`src/rtl/prefetch_pkg.sv`:
```
// Shared types for the L1 prefetch buffer: line/tag widths and the bank entry record.
// Used by pfb_bank and prefetch_buffer.
package prefetch_pkg;

   localparam int BLOCK_SIZE = 32;
   localparam int OFFSET_W   = $clog2(BLOCK_SIZE);

   typedef logic [255:0] line_t;
   typedef logic [26:0]  tag_t;

   typedef struct packed {
      logic  valid;
      tag_t  tag;
      line_t data;
   } pfb_entry_t;

endpackage

```
`src/rtl/pfb_bank.sv`:
```
// One fully associative prefetch bank with FIFO replacement and 1-cycle probe response.
// Optional hit/drop counters are built when PFB_STATS_EN is defined.
module pfb_bank
   import prefetch_pkg::*;
#(
   parameter int DEPTH  = 4,
   parameter int ADDR_W = 32,
   parameter int LINE_W = 256
) (
   input  logic              clk,
   input  logic              reset_n,
   input  logic              flush,
   input  logic              fill_valid,
   input  logic [ADDR_W-1:0] fill_addr,
   input  logic [LINE_W-1:0] fill_data,
   input  logic              lookup_valid,
   input  logic [ADDR_W-1:0] lookup_addr,
   output logic              resp_valid,
   output logic              resp_hit,
   output logic [LINE_W-1:0] resp_data
`ifdef PFB_STATS_EN
   ,
   output logic [31:0]       hits,
   output logic [31:0]       drops
`endif
);

   localparam int PTR_W = $clog2(DEPTH);

   pfb_entry_t       ent [DEPTH];
   logic [PTR_W-1:0] fifo_ptr;

   tag_t fill_tag;
   tag_t look_tag;
   logic unused_offset;

   assign fill_tag = fill_addr[ADDR_W-1:OFFSET_W];
   assign look_tag = lookup_addr[ADDR_W-1:OFFSET_W];
   assign unused_offset = ^{fill_addr[OFFSET_W-1:0],
                            lookup_addr[OFFSET_W-1:0]};

   logic [DEPTH-1:0] look_hit;
   logic             has_free;
   logic             has_match;
   logic [PTR_W-1:0] free_idx;
   logic [PTR_W-1:0] match_idx;
   logic [PTR_W-1:0] fill_idx;
   logic             evict;
   line_t            hit_data;

   // Descending scan so the lowest free index wins.
   always_comb begin
      look_hit  = '0;
      has_free  = 1'b0;
      has_match = 1'b0;
      free_idx  = '0;
      match_idx = '0;
      hit_data  = '0;
      for (int i = DEPTH - 1; i >= 0; i--) begin
         look_hit[i] = lookup_valid && ent[i].valid &&
                       (ent[i].tag == look_tag);
         if (!ent[i].valid) begin
            has_free = 1'b1;
            free_idx = PTR_W'(i);
         end
         if (ent[i].valid && (ent[i].tag == fill_tag)) begin
            has_match = 1'b1;
            match_idx = PTR_W'(i);
         end
         if (look_hit[i])
            hit_data = hit_data | ent[i].data;
      end
      evict    = fill_valid && !flush && !has_match && !has_free;
      fill_idx = has_match ? match_idx :
                 has_free  ? free_idx  : fifo_ptr;
   end

   always_ff @(posedge clk or negedge reset_n) begin
      if (!reset_n) begin
         for (int i = 0; i < DEPTH; i++)
            ent[i].valid <= 1'b0;
         fifo_ptr   <= '0;
         resp_valid <= 1'b0;
         resp_hit   <= 1'b0;
         resp_data  <= '0;
      end else begin
         resp_valid <= lookup_valid;
         resp_hit   <= |look_hit;
         resp_data  <= hit_data;
         for (int i = 0; i < DEPTH; i++)
            if (look_hit[i])
               ent[i].valid <= 1'b0;
         if (flush) begin
            for (int i = 0; i < DEPTH; i++)
               ent[i].valid <= 1'b0;
         end else if (fill_valid) begin
            ent[fill_idx] <= {1'b1, fill_tag, fill_data};
         end
         if (evict)
            fifo_ptr <= fifo_ptr + 1'b1;
      end
   end

`ifdef PFB_STATS_EN
   logic drop;

   // A victim hit in the same cycle was used, so it is not a drop.
   assign drop = evict && ent[fifo_ptr].valid && !look_hit[fifo_ptr];

   always_ff @(posedge clk or negedge reset_n) begin
      if (!reset_n) begin
         hits  <= '0;
         drops <= '0;
      end else begin
         if (|look_hit && hits != 32'hFFFF_FFFF)
            hits <= hits + 1'b1;
         if (drop && drops != 32'hFFFF_FFFF)
            drops <= drops + 1'b1;
      end
   end
`endif

endmodule

```
`src/rtl/prefetch_buffer.sv`:
```
// Prefetch buffer top: independent I-side and D-side banks sharing one flush.
// Define PFB_STATS_EN to add per-bank hit and drop counters.
module prefetch_buffer
   import prefetch_pkg::*;
#(
   parameter int DEPTH  = 4,
   parameter int ADDR_W = 32,
   parameter int LINE_W = 256
) (
   input  logic              clk,
   input  logic              reset_n,
   input  logic              flush,
   input  logic              ic_fill_valid,
   input  logic [ADDR_W-1:0] ic_fill_addr,
   input  logic [LINE_W-1:0] ic_fill_data,
   input  logic              ic_lookup_valid,
   input  logic [ADDR_W-1:0] ic_lookup_addr,
   output logic              ic_resp_valid,
   output logic              ic_resp_hit,
   output logic [LINE_W-1:0] ic_resp_data,
   input  logic              dc_fill_valid,
   input  logic [ADDR_W-1:0] dc_fill_addr,
   input  logic [LINE_W-1:0] dc_fill_data,
   input  logic              dc_lookup_valid,
   input  logic [ADDR_W-1:0] dc_lookup_addr,
   output logic              dc_resp_valid,
   output logic              dc_resp_hit,
   output logic [LINE_W-1:0] dc_resp_data
`ifdef PFB_STATS_EN
   ,
   output logic [31:0]       ic_hits,
   output logic [31:0]       dc_hits,
   output logic [31:0]       ic_drops,
   output logic [31:0]       dc_drops
`endif
);

   pfb_bank #(
      .DEPTH(DEPTH), .ADDR_W(ADDR_W), .LINE_W(LINE_W)
   ) u_ic (
      .clk          (clk),
      .reset_n      (reset_n),
      .flush        (flush),
      .fill_valid   (ic_fill_valid),
      .fill_addr    (ic_fill_addr),
      .fill_data    (ic_fill_data),
      .lookup_valid (ic_lookup_valid),
      .lookup_addr  (ic_lookup_addr),
      .resp_valid   (ic_resp_valid),
      .resp_hit     (ic_resp_hit),
      .resp_data    (ic_resp_data)
`ifdef PFB_STATS_EN
      ,
      .hits         (ic_hits),
      .drops        (ic_drops)
`endif
   );

   pfb_bank #(
      .DEPTH(DEPTH), .ADDR_W(ADDR_W), .LINE_W(LINE_W)
   ) u_dc (
      .clk          (clk),
      .reset_n      (reset_n),
      .flush        (flush),
      .fill_valid   (dc_fill_valid),
      .fill_addr    (dc_fill_addr),
      .fill_data    (dc_fill_data),
      .lookup_valid (dc_lookup_valid),
      .lookup_addr  (dc_lookup_addr),
      .resp_valid   (dc_resp_valid),
      .resp_hit     (dc_resp_hit),
      .resp_data    (dc_resp_data)
`ifdef PFB_STATS_EN
      ,
      .hits         (dc_hits),
      .drops        (dc_drops)
`endif
   );

endmodule

```
`config.mk`:
```
export PLATFORM = sky130hd
export DESIGN_NAME = prefetch_buffer
export DESIGN_NICKNAME = d
export VERILOG_FILES = /design/src/rtl/prefetch_pkg.sv /design/src/rtl/pfb_bank.sv /design/src/rtl/prefetch_buffer.sv
export SDC_FILE = /design/constraint.sdc
export NUM_CORES = 2
export LEC_CHECK = 0
export ABC_AREA = 0
export BUFFER_PORTS_ARGS = -buffer_cell sky130_fd_sc_hd__buf_2
export CORE_AREA = 2 2 458 460
export CTS_CLUSTER_SIZE = 40
export DETAILED_ROUTE_END_ITERATION = 7
export DIE_AREA = 0 0 460 462
export PLACE_DENSITY = 0.73
export SYNTH_ARGS = -nofsm -noshare
export SYNTH_HDL_FRONTEND = slang
export SYNTH_SLANG_ARGS = --single-unit
```
`constraint.sdc`:
```
create_clock -name clk -period 22.4 [get_ports clk]
set_input_delay 2.24 -clock clk [delete_from_list [all_inputs] [get_ports clk]]
set_output_delay 2.24 -clock clk [all_outputs]
set_load 0.1 [all_outputs]
```
After elaboration in Yosys (flattened, before gate mapping)
Index checks and enable logic that the tools add are counted.
Cells by class
  bitwise gates (word level): 9
  add/sub/neg operators: 2
  equality and inequality tests: 16
  magnitude comparators: 4
  mux-type cells: 68
  reduce and logical (&&, ||, !) cells: 41
Operator list (count)
  $bwmux W1136: 2
  $mux W1136: 2
  $mux W256: 8
  $or A256 B256 Y256: 6
  $demux W284 S2: 2
  $mux W284: 2
  $eq A27 B27 Y1: 16
  $mux W2: 20
  $logic_and A1 B1 Y1: 32
  $mux W1: 32
  $reduce_or A4 Y1: 2
  $ge A3 B3 Y1 const B: 2
  $lt A3 B1 Y1 const B: 2
  $not A2 Y3: 2
  $reduce_and A3 Y1: 2
  $logic_not A1 Y1: 5
  $add A2 B1 Y2 const B: 2
  $not A1 Y1: 1
Word-level totals
  flip-flop bits (word level): 2792
  logic and storage cells: 172
  input bits: 647
  output and inout bits: 516

Depth between registers and ports, before layout
  depth after elaboration: 15
  depth in mapped cells: 10
  gate-level depth less buffers: 7

Modules after synthesis
A second synthesis with hierarchy kept.
Second synthesis, totals
  cells, all modules: 5036
  area total of the unflattened synthesis: 97627.4 sq um
By module, submodules not included
  pfb_bank at u_dc: cells an instance 2390, area each 48820.6 sq um, seq. area each 40598.9 sq um, times used 1
  pfb_bank at u_ic: cells an instance 2646, area each 48806.8 sq um, seq. area each 40598.9 sq um, times used 1

Worst setup path before layout
No wires, ideal clock.
  path type: input -> register
  start: input port ic_fill_addr[23]
  end: register with a tool-made name
  data required time: 21.068 ns
  setup slack: -2.918 ns
  setup time: 1.332 ns
  stages: 7
  arrival: 23.986 ns
  buffers on the path: 1
  path through: buf_6 -> xnor2_2 -> nand4_1 -> or4_4 -> o211ai_2 -> o311ai_4 -> nor3b_1
RTL lines
  start, declared: line prefetch_buffer.sv:14  | input logic [ADDR_W-1:0] ic_fill_addr,

==> results summary <==
The via count of the first global-routing pass is 52900. The detailed placement HPWL came out at 161000 um. The die covers 213000 um2. The floorplan core area came out at 208000 um2.

The number of search-and-repair iterations in the first detailed-routing pass is 6. The wire length per cell is 27.1 um. The compound-cell area share of the yosys netlist is 8.10%. The total of hold buffers inserted after clock tree synthesis is 0. The average cell area after synthesis is 18.5 um2. Buffers placed on the I/O ports in this run total 1142.

The post-route DRC violation count came out at 0. The height of the die came out at 462 um. The slowest stage cell on the critical path is sky130_fd_sc_hd__buf_4.

The clock-pin slew reported for the worst setup and hold paths after clock tree synthesis is 0.06 ns. The number of flops mapped to enable cells by yosys is 2264. After synthesis, the netlist uses 41 different library cells.

Buffers inserted during clock tree synthesis total 291. The power per unit of standard cell area came out at 92.2 nW/um2. After Yosys synthesis, full adders, half adders and majority gates account for 0% of the synthesized area.

The placer congestion estimate is 0.864. The starting utilization of the core area is 46.7%. The aggregate negative setup slack came out at 0 ns. The clock latency at the later pin of the worst-skew pair came out at 0.94 ns.

The synthesized cell area came out at 97200 um2. The data arrival at the endpoint of the critical path came out at 7.28 ns. Final hold analysis gives a worst-case slack of 0.409 ns. No sink is reached through more buffers than the 4 on the longest clock path. The part of the cycle the worst path needs came out at 30.2%. The total nets after synthesis is 5907. The final number of hold-violating endpoints is 0.

Summed over all layers, the routed wires come to 258000 um. Across all setup checks in the final design, the least slack found is 15.64 ns. The initial antenna violation count came out at 192. The path class of the tightest hold or removal check is register to register.

The net count of the finished layout is 7155. TritonCTS built the clock tree. The share of cells above drive strength 1 is 24.6%. The worst-margin pin slew is 1.19 ns. The critical path's largest stage delay is 0.92 ns.

The detailed router placed 53700 vias in this run. The x dimension of the die came out at 460 um. The worst relative slew slack came out at 20.4%. The pre-CTS setup slack is 14.67 ns. The final max-slew violation count is 0.

The run finished with clean final reports. The number of fillers in the final layout came out at 15500. The top achievable clock speed came out at 148 MHz. Dividing the detail-routed via count by the number of cells gives 5.64. For this design the top-level I/O count stands at 1163. Across the run, the number of max-cap violations was 0. The first-iteration detailed-routing DRC count is 5738. The cell at the root of the clock tree is sky130_fd_sc_hd__clkbuf_16. The layout-stage area growth over the synthesis result came out at 19.0%. By area, the combinational part of the netlist is dominated by compound AO/OA/AOI/OAI gates. Setup violations remaining at the end of the flow were counted as 0.

The worst vdd rail ir drop came out at 0.0805 mV. Setup repair after global routing left no endpoint under its margin. The register bit total from synthesis is 2792. The portion of synthesized area spent on multiplexers is 0%. The number of cells upsized or downsized after cts is 0.

The number of setup buffers added after CTS came out at 0. The number of warnings issued by yosys is 0. The static power due to leakage is 0.0442 uW. The number of rows in the core area is 168.

The maximum fanout along the worst path is 68. For this run the aggregate overflow at the end of global routing stands at 0. STA puts the critical path data required time at 22.92 ns.

The shortest period the worst path allows is 6.76 ns. Traced cell by cell, the critical path runs through buf_2, xor2_1, nor4_1, nand4_1, nor4_2, nor3_1, or2_1, nor3_2, buf_4, buf_4, buf_4. STA classifies the critical path startpoint as a primary input. By startpoint and endpoint, the worst setup path is classified as primary input to register. For this run, asynchronously set or reset flops after synthesis account for 18.9%.

The count of cells along the worst hold path came out at 2. The number of instances in the synthesized netlist is 5260. The count of clock tree sinks came out at 2792.

In this run the remaining antenna-violating nets after routing total 0. The share of synthesized area occupied by flip-flops and latches is 83.6%. Among all flip-flop cells after synthesis, the most frequent one is sky130_fd_sc_hd__edfxtp_1. The simple-gate area share of the yosys netlist is 3.34%. Entering global routing, the biggest net connects 143 pins. The worst-case clock skew is 0.0907 ns. The share of the synthesized netlist area taken by xor and xnor gates is 3.94%. The global routing usage summed across all routing layers came out at 23.5%. The H-tree generated during clock tree synthesis spans 5 levels. Counting stages on the worst path, the most repeated cell is sky130_fd_sc_hd__buf_4. The critical path capture point type is a register.

The first global-routing pass estimated 364000 um of wire. The cell depth of the worst flop-to-flop path is 10.
[worst paths after layout]
check / to / slack [ns] / from
setup / recovery: register / 15.64 / dc_fill_addr[9]
hold / removal: u_dc.resp_data[135]$_DFF_PN0_ / 0.41 / register
setup reg to reg: register / 16.81 / register
hold reg to reg: u_dc.resp_data[135]$_DFF_PN0_ / 0.41 / register
max in group asynchronous: u_ic.resp_data[60]$_DFF_PN0_ / 17.78 / reset_n
min in group asynchronous: u_dc.resp_data[177]$_DFF_PN0_ / 1.26 / reset_n
[kinds of logic (layout without fill, tap and decap cells)]
| family | Yosys count | after routing |
|---|---|---|
| other | 0 | 92 |
| DFF | 2792 | 2792 |
| AOI/OAI and AO/OA | 1046 | 1046 |
| and+or+nand+nor | 719 | 719 |
| buffers and inverters | 267 | 1730 |
| xor gates and xnor gates | 436 | 436 |
[synth_stat cells, types with 4 or more instances]
cell type	number	area [um2]
sky130_fd_sc_hd__inv_1	6	22.5
sky130_fd_sc_hd__xnor2_1	278	2430
sky130_fd_sc_hd__a22oi_1	1024	7690
sky130_fd_sc_hd__nor3b_1	4	30.0
sky130_fd_sc_hd__nand2_1	520	1950
sky130_fd_sc_hd__nand4_1	72	450
sky130_fd_sc_hd__xor2_1	157	1380
sky130_fd_sc_hd__clkbuf_1	238	893
sky130_fd_sc_hd__buf_2	7	35.0
sky130_fd_sc_hd__dfrtp_1	528	13200
sky130_fd_sc_hd__nor2_1	6	22.5
sky130_fd_sc_hd__a21oi_1	7	35.0
sky130_fd_sc_hd__buf_6	4	45.0
sky130_fd_sc_hd__nor4_2	9	113
sky130_fd_sc_hd__or4_1	5	37.5
sky130_fd_sc_hd__buf_1	12	45.0
sky130_fd_sc_hd__nand2b_1	6	37.5
sky130_fd_sc_hd__nor3_1	8	40.0
sky130_fd_sc_hd__edfxtp_1	2264	68000
sky130_fd_sc_hd__or2_1	4	25.0
sky130_fd_sc_hd__nor4_1	52	325
sky130_fd_sc_hd__nand3_1	18	90.1
[worst max-delay path, delay by kind of cell]
kind | cells | cell delay [ns]
xor gates and xnor gates | 1 | 0.19
buffers and inverters | 4 | 2.73
and+or+nand+nor | 6 | 1.95
[final cells by class]
type / instances / area [um2] / share of cell area (%)
diodes: 92 / 230 / 0.199
well taps: 2720 / 3400 / 2.94
inverters: 6 / 22.5 / 0.0195
clock buffers: 401 / 8050 / 6.96
multi-input cells: 2201 / 15100 / 13.0
repair buffers: 1216 / 6390 / 5.53
clock inverters: 107 / 1300 / 1.12
flip-flops and latches: 2792 / 81200 / 70.2
[through the flow]
step                total power [uW]  cells  utilization, %  instance area (um2)
CTS                            10700   9443            55.5               115000
finish                         10700   9535            55.6               116000
global route                   11000   9484            55.5               116000
detailed placement              6040   8935            51.0               106000
floorplan                       5890   5260               -                97200
global placement                6030   8935            51.0               106000
[metal layers]
metal,track usage (%),wire [um],vias up
met4,9.79,9500,158
met3,8.97,27400,630
met2,37.6,126000,2498
met1,28.6,94100,27300
met5,0,995,-
li1,-,-,23100
[placed cells by master, fill, tap and decap left out, types with 7 or more instances in the layout]
cell,n
sky130_fd_sc_hd__buf_12,9
sky130_fd_sc_hd__nand2_1,520
sky130_fd_sc_hd__nand4_1,72
sky130_fd_sc_hd__bufinv_16,27
sky130_fd_sc_hd__clkbuf_16,295
sky130_fd_sc_hd__nor4_1,52
sky130_fd_sc_hd__a22oi_1,1024
sky130_fd_sc_hd__buf_2,1141
sky130_fd_sc_hd__clkinvlp_4,8
sky130_fd_sc_hd__buf_4,65
sky130_fd_sc_hd__xor2_1,157
sky130_fd_sc_hd__nand3_1,18
sky130_fd_sc_hd__xnor2_1,278
sky130_fd_sc_hd__diode_2,92
sky130_fd_sc_hd__dfrtp_1,528
sky130_fd_sc_hd__a21oi_1,7
sky130_fd_sc_hd__clkinv_2,39
sky130_fd_sc_hd__nor4_4,8
sky130_fd_sc_hd__clkbuf_8,27
sky130_fd_sc_hd__clkinv_1,21
sky130_fd_sc_hd__clkbuf_1,79
sky130_fd_sc_hd__edfxtp_1,2264
[where the power goes]
group / switching, uW / internal, uW
registers: 16.5 / 5680
clock network: 1910 / 2820
logic: 167 / 73.5
(Power assumes the default switching activity.)
